--- src/rtl/seq_add_sub_pkg.sv ---
// rtl/seq_add_sub_pkg.sv - shared types and helpers for the sequential adder/subtractor
//
// Purpose : FSM state encoding and the chunk-counter width helper used by
//           seq_add_sub.
package seq_add_sub_pkg;

  typedef enum logic [1:0] {
    IDLE = 2'd0,
    BUSY = 2'd1,
    DONE = 2'd2
  } state_t;

  // Counter width for NCH chunks: ceil(log2(nch)), never narrower than 1 bit
  // so that the single-chunk configuration still has a legal counter.
  function automatic int cnt_width(input int nch);
    if (nch <= 1) return 1;
    return $clog2(nch);
  endfunction

endpackage

--- src/rtl/seq_add_sub_rca_chunk.sv ---
// rtl/seq_add_sub_rca_chunk.sv - K-bit ripple-carry chunk adder and its full-adder cell
//
// Purpose : combinational K-bit ripple adder reused once per clock by
//           seq_add_sub.
// Ports   : full_adder - a, b, cin in; sum, cout out
//           rca_chunk  - cout, sum[K-1:0] out; a[K-1:0], b[K-1:0], cin in
module full_adder (
  input  logic a,
  input  logic b,
  input  logic cin,
  output logic sum,
  output logic cout
);

  assign sum  = a ^ b ^ cin;
  assign cout = (a & b) | (cin & (a ^ b));

endmodule

module rca_chunk #(
  parameter int K = 4
) (
  output logic         cout,
  output logic [K-1:0] sum,
  input  logic [K-1:0] a,
  input  logic [K-1:0] b,
  input  logic         cin
);

  logic [K:0] c;

  assign c[0] = cin;

  for (genvar i = 0; i < K; i++) begin : g_fa
    full_adder u_fa (
      .a    (a[i]),
      .b    (b[i]),
      .cin  (c[i]),
      .sum  (sum[i]),
      .cout (c[i+1])
    );
  end

  assign cout = c[K];

endmodule

--- src/rtl/seq_add_sub.sv ---
// rtl/seq_add_sub.sv - multi-cycle N-bit adder/subtractor processing K bits per clock
//
// Purpose : adds or subtracts two N-bit operands one K-bit chunk per cycle,
//           with valid/ready handshakes on both sides.
// Ports   : clk, rst_n (async, active low)
//           in_valid, in_ready, a[N-1:0], b[N-1:0], sub   - operand side
//           out_valid, out_ready, sum[N-1:0], cout, ovf, zero - result side
// Config  : define SEQ_ADD_SUB_SAT_EN to saturate the sum on signed overflow;
//           left undefined, the result wraps around.
module seq_add_sub
  import seq_add_sub_pkg::*;
#(
  parameter int N = 8,
  parameter int K = 4
) (
  input  logic         clk,
  input  logic         rst_n,
  input  logic         in_valid,
  output logic         in_ready,
  input  logic [N-1:0] a,
  input  logic [N-1:0] b,
  input  logic         sub,
  output logic         out_valid,
  input  logic         out_ready,
  output logic [N-1:0] sum,
  output logic         cout,
  output logic         ovf,
  output logic         zero
);

  localparam int NCH = N / K;
  localparam int CW  = cnt_width(NCH);

  if ((K < 1) || (K > N) || ((N % K) != 0)) begin : g_param_err
    $error("seq_add_sub: N must be a positive multiple of K with 1 <= K <= N");
  end

  state_t         state, state_nx;
  logic [N-1:0]   a_r, b_r;
  logic           carry;
  logic [CW-1:0]  idx;
  logic [N-1:0]   sum_r;
  logic           cout_r, ovf_r, zero_r;

  logic [K-1:0]   ch_a, ch_b, ch_sum;
  logic           ch_cout;
  logic           last;
  logic [N-1:0]   sum_full, sum_fin;
  logic           ovf_nx;

  assign ch_a = a_r[idx*K +: K];
  assign ch_b = b_r[idx*K +: K];
  assign last = (idx == CW'(NCH - 1));

  rca_chunk #(.K(K)) u_chunk (
    .cout (ch_cout),
    .sum  (ch_sum),
    .a    (ch_a),
    .b    (ch_b),
    .cin  (carry)
  );

  // Sum as it will look once the current chunk is written; on the last chunk
  // this is the complete result the flags are derived from.
  always_comb begin
    sum_full = sum_r;
    sum_full[idx*K +: K] = ch_sum;
  end

  // b_r already holds ~b for subtraction, so one rule covers both modes.
  assign ovf_nx = (a_r[N-1] == b_r[N-1]) && (sum_full[N-1] != a_r[N-1]);

`ifdef SEQ_ADD_SUB_SAT_EN
  always_comb begin
    sum_fin = sum_full;
    if (ovf_nx) sum_fin = a_r[N-1] ? {1'b1, {(N-1){1'b0}}} : {1'b0, {(N-1){1'b1}}};
  end
`else
  assign sum_fin = sum_full;
`endif

  always_ff @(posedge clk or negedge rst_n) begin
    if (!rst_n) state <= IDLE;
    else        state <= state_nx;
  end

  always_comb begin
    state_nx  = state;
    in_ready  = 1'b0;
    out_valid = 1'b0;
    case (state)
      IDLE: begin
        in_ready = 1'b1;
        if (in_valid) state_nx = BUSY;
      end
      BUSY: begin
        if (last) state_nx = DONE;
      end
      DONE: begin
        out_valid = 1'b1;
        if (out_ready) state_nx = IDLE;
      end
      default: state_nx = IDLE;
    endcase
  end

  always_ff @(posedge clk or negedge rst_n) begin
    if (!rst_n) begin
      a_r    <= '0;
      b_r    <= '0;
      carry  <= 1'b0;
      idx    <= '0;
      sum_r  <= '0;
      cout_r <= 1'b0;
      ovf_r  <= 1'b0;
      zero_r <= 1'b1;
    end else begin
      case (state)
        IDLE: begin
          if (in_valid) begin
            a_r   <= a;
            b_r   <= sub ? ~b : b;
            carry <= sub;
            idx   <= '0;
          end
        end
        BUSY: begin
          carry <= ch_cout;
          if (last) begin
            sum_r  <= sum_fin;
            cout_r <= ch_cout;
            ovf_r  <= ovf_nx;
            zero_r <= (sum_fin == '0);
          end else begin
            sum_r <= sum_full;
            idx   <= idx + CW'(1);
          end
        end
        default: ;
      endcase
    end
  end

  assign sum  = sum_r;
  assign cout = cout_r;
  assign ovf  = ovf_r;
  assign zero = zero_r;

endmodule

--- config.mk ---
export PLATFORM = sky130hd
export DESIGN_NAME = seq_add_sub
export DESIGN_NICKNAME = d
export VERILOG_FILES = /design/src/rtl/seq_add_sub_pkg.sv /design/src/rtl/seq_add_sub_rca_chunk.sv /design/src/rtl/seq_add_sub.sv
export SDC_FILE = /design/constraint.sdc
export NUM_CORES = 1
export LEC_CHECK = 0
export CAP_MARGIN = 20
export CORE_MARGIN = 2
export CORE_UTILIZATION = 50
export CTS_CLUSTER_DIAMETER = 80
export DETAILED_ROUTE_END_ITERATION = 12
export GPL_ROUTABILITY_DRIVEN = 0
export PLACE_DENSITY_LB_ADDON = 0.15
export SETUP_SLACK_MARGIN = 0.1
export SLEW_MARGIN = 0
export SYNTH_ARGS = -nofsm -noshare
export SYNTH_HDL_FRONTEND = slang
export SYNTH_SLANG_ARGS = --single-unit
--- constraint.sdc ---
create_clock -name clk -period 4.68 [get_ports clk]
set_input_delay 0.936 -clock clk [delete_from_list [all_inputs] [get_ports clk]]
set_output_delay 0.936 -clock clk [all_outputs]
set_load 0.05 [all_outputs]
==> metrics <==
Ys Warns=0; DR pass1 iterations=4; share of layout cells above drive strength 1=0.217; startpoint class of the critical path=flip-flop; hold depth=2; Die Wd=59.5 um; Max Cap Viol=0; RR Endpoint=zero; Post-Layout Cell Count=190; final hold vios=0; Starting Density=0.516; routed len/inst=14.5 um; CP required=4.97 ns; unrepaired setup endpoints after global routing=no; # fillers=245; mapped cell area=0.00154 sq mm; # IOs=34; cells along the critical path=mux2_2 > fa_1 > fa_1 > fa_1 > inv_1 > fa_1 > or4b_1 > a21oi_1 > a22o_1; clock sinks=31; CP max FO=13; WP data arrival=3.63 ns; CTS clk-pin slew, worst paths=0.09 ns; DP HPWL=2020 um; power per standard cell area=818 mW/mm^2; drt first-iter violations=30; Max IR drop VDD=340 uV; GR Overflow Total=0; H-tree depth=2; area delta synth->final=25.5%; DP Worst Slack=1.33 ns; TritonCTS Buffers=5; chip height=59.5 um; Setup WS post-layout=1.33 ns; top cells by count, synth=30 x dfrtp_1, 17 x mux2_2, 12 x nor2_1; first-pass GRT wire length=4600 um; nets=181; #FFs+latches synth=31; Inserted Diodes=0; Final setup viols=0; Fmax=0.299 GHz; number of synthesized flops with an enable pin=0; leading post-synthesis cells by cell area=dfrtp_1 49%, mux2_2 12%, fa_1 5.2%; Clk Latency, worst-skew pair=0.34 ns; overall routing resource usage=0.183; die area=0.00353 sq mm; Post-CTS Hold Buffers=0; final count of pins violating max slew=0; Worst setup EP type=flip-flop; ys flop type=dfrtp_1; CTS tree=yes; # DRC=0; Detail Route Antenna Nets=0; leakage power=0.818 nW; top-area cell type share of the netlist area=0.488; reg2reg path depth=9; critical path class=flip-flop to flip-flop; async set or reset register ratio after synthesis=1.00; Placed Cells=182; # port buffers=33; vias per cell=5.32; FP Rows=20; most frequent cell after synthesis=dfrtp_1; skew final=0.00718 ns; Seq/Total Area, Yosys=0.505; outcome=finished, final reports clean; post-synth top area cell=dfrtp_1; r2r startpoint=idx; CTS Buffer Depth=2; Post-CTS Setup Bufs=0; post-synthesis cell type count=27; Tmin final=3.35 ns; total wire length=2760 um; largest net degree at the start of global routing=32; Final Cycle Share=0.715; Slew @ Worst Pin=0.644 ns; cts repair resizes=0; sum of negative setup slack=0 ns; Setup crit end=zero; Synth Instances=121; cell area after layout=0.00193 sq mm; most frequent CP cell=fa_1; Reg2Reg Setup Slack=1.33 ns; Slowest-stage cell, CP=dfrtp_1; Root Buffer=clkbuf_4; dpl cell area=0.00186 sq mm; initial antenna violation count=0; Core ar.=0.00298 sq mm; syn_nets=146; Vias=1010; vias in the first global route=973; Syn Area/Cell=12.7 sq um; utilization after layout=0.648; max_slew headroom=0.570; slowest stage delay, CP=0.71 ns; crit path launch=idx; Hold Path Class=flip-flop to flip-flop
==> routing by layer <==
| metal | wire (um) | track usage | vias to the layer above |
|---|---|---|---|
| li1 | - | - | 487 |
| met1 | 1210 | 0.223 | 490 |
| met2 | 1370 | 0.292 | 27 |
| met3 | 125 | 0.0655 | 6 |
| met4 | 52 | 0.0779 | 0 |
| met5 | 0 | 0 | - |
==> worst max-delay path, delay by kind of cell (launching register included) <==
family / cells / cell delay [ns]
AND/OR/NAND/NOR: 1 / 0.44
flip-flops: 1 / 0.71
buffers and inverters: 1 / 0.07
multiplexers: 1 / 0.42
adder cells (fa/ha/maj): 4 / 1.39
AO/OA/AOI/OAI: 2 / 0.27
==> registers in the layout, summed over array words and instances (netlist names) <==
name and cells:
ovf 1, zero 1, a_r 8, carry 1, sum 8, state 2, cout 1, b_r 8
idx 1
==> power by group <==
part	switching [mW]	internal [mW]
clock network	0.0894	0.0883
logic	0.474	0.409
registers	0.116	0.401
total	0.680	0.898
==> stage by stage <==
| step | power (mW) | hold WS, ns |
|---|---|---|
| final | 1.58 | 0.488 |
| after global routing | 1.69 | 0.535 |
| after CTS | 1.60 | 0.495 |
| after detailed placement | 1.42 | 0.474 |
| after global placement | 1.38 | 0.464 |
| after floorplan | 1.18 | 0.475 |
==> layout by cell type, fill, tap and decap left out <==
cell type        count
nor3_1               1
mux2_4               4
and3b_1              1
or4b_1               1
clkbuf_4             5
clkdlybuf4s50_1     33
dfstp_2              1
nor3b_2              1
buf_4                2
clkbuf_8             2
or2b_1               1
nor2_1              12
inv_1                3
nand2b_1             1
nand3b_4             1
fa_1                 4
and3_1               1
clkbuf_1             1
o21ai_0              6
dfrtp_1             30
a22o_1               1
nand2_1              4
nor4_1               1
a2bb2oi_1            1
mux2_2              17
nor3b_4              1
mux2i_1              2
a21oi_1             11
xnor2_1              8
==> cell families after synthesis <==
kind of cell / share of synthesized area
multiplexers: 0.177
buffers and inverters: 0.0488
flip-flops: 0.505
AND/OR/NAND/NOR: 0.105
adder cells (fa/ha/maj): 0.0521
XOR/XNOR: 0.0456
AO/OA/AOI/OAI: 0.0667
==> final cells by class <==
type / count / area, sq um / share of cell area
clock buffers: 8 / 68.8 / 0.0357
inverters: 3 / 11.3 / 0.00584
multi-input cells: 80 / 686 / 0.355
flip-flops and latches: 31 / 777 / 0.403
well taps: 33 / 41.3 / 0.0214
repair buffers: 35 / 345 / 0.179
==> worst min path at each step <==
stage | from | endpoint | slack [ns]
finish | sum[7] | sum[7] | 0.49
global route | sum[4] | sum[4] | 0.53
CTS | sum[7] | sum[7] | 0.49
detailed placement | sum[7] | sum[7] | 0.47
global placement | cout | cout | 0.46
floorplan | a_r[4] | a_r[4] | 0.47
(Power assumes the default switching activity.)
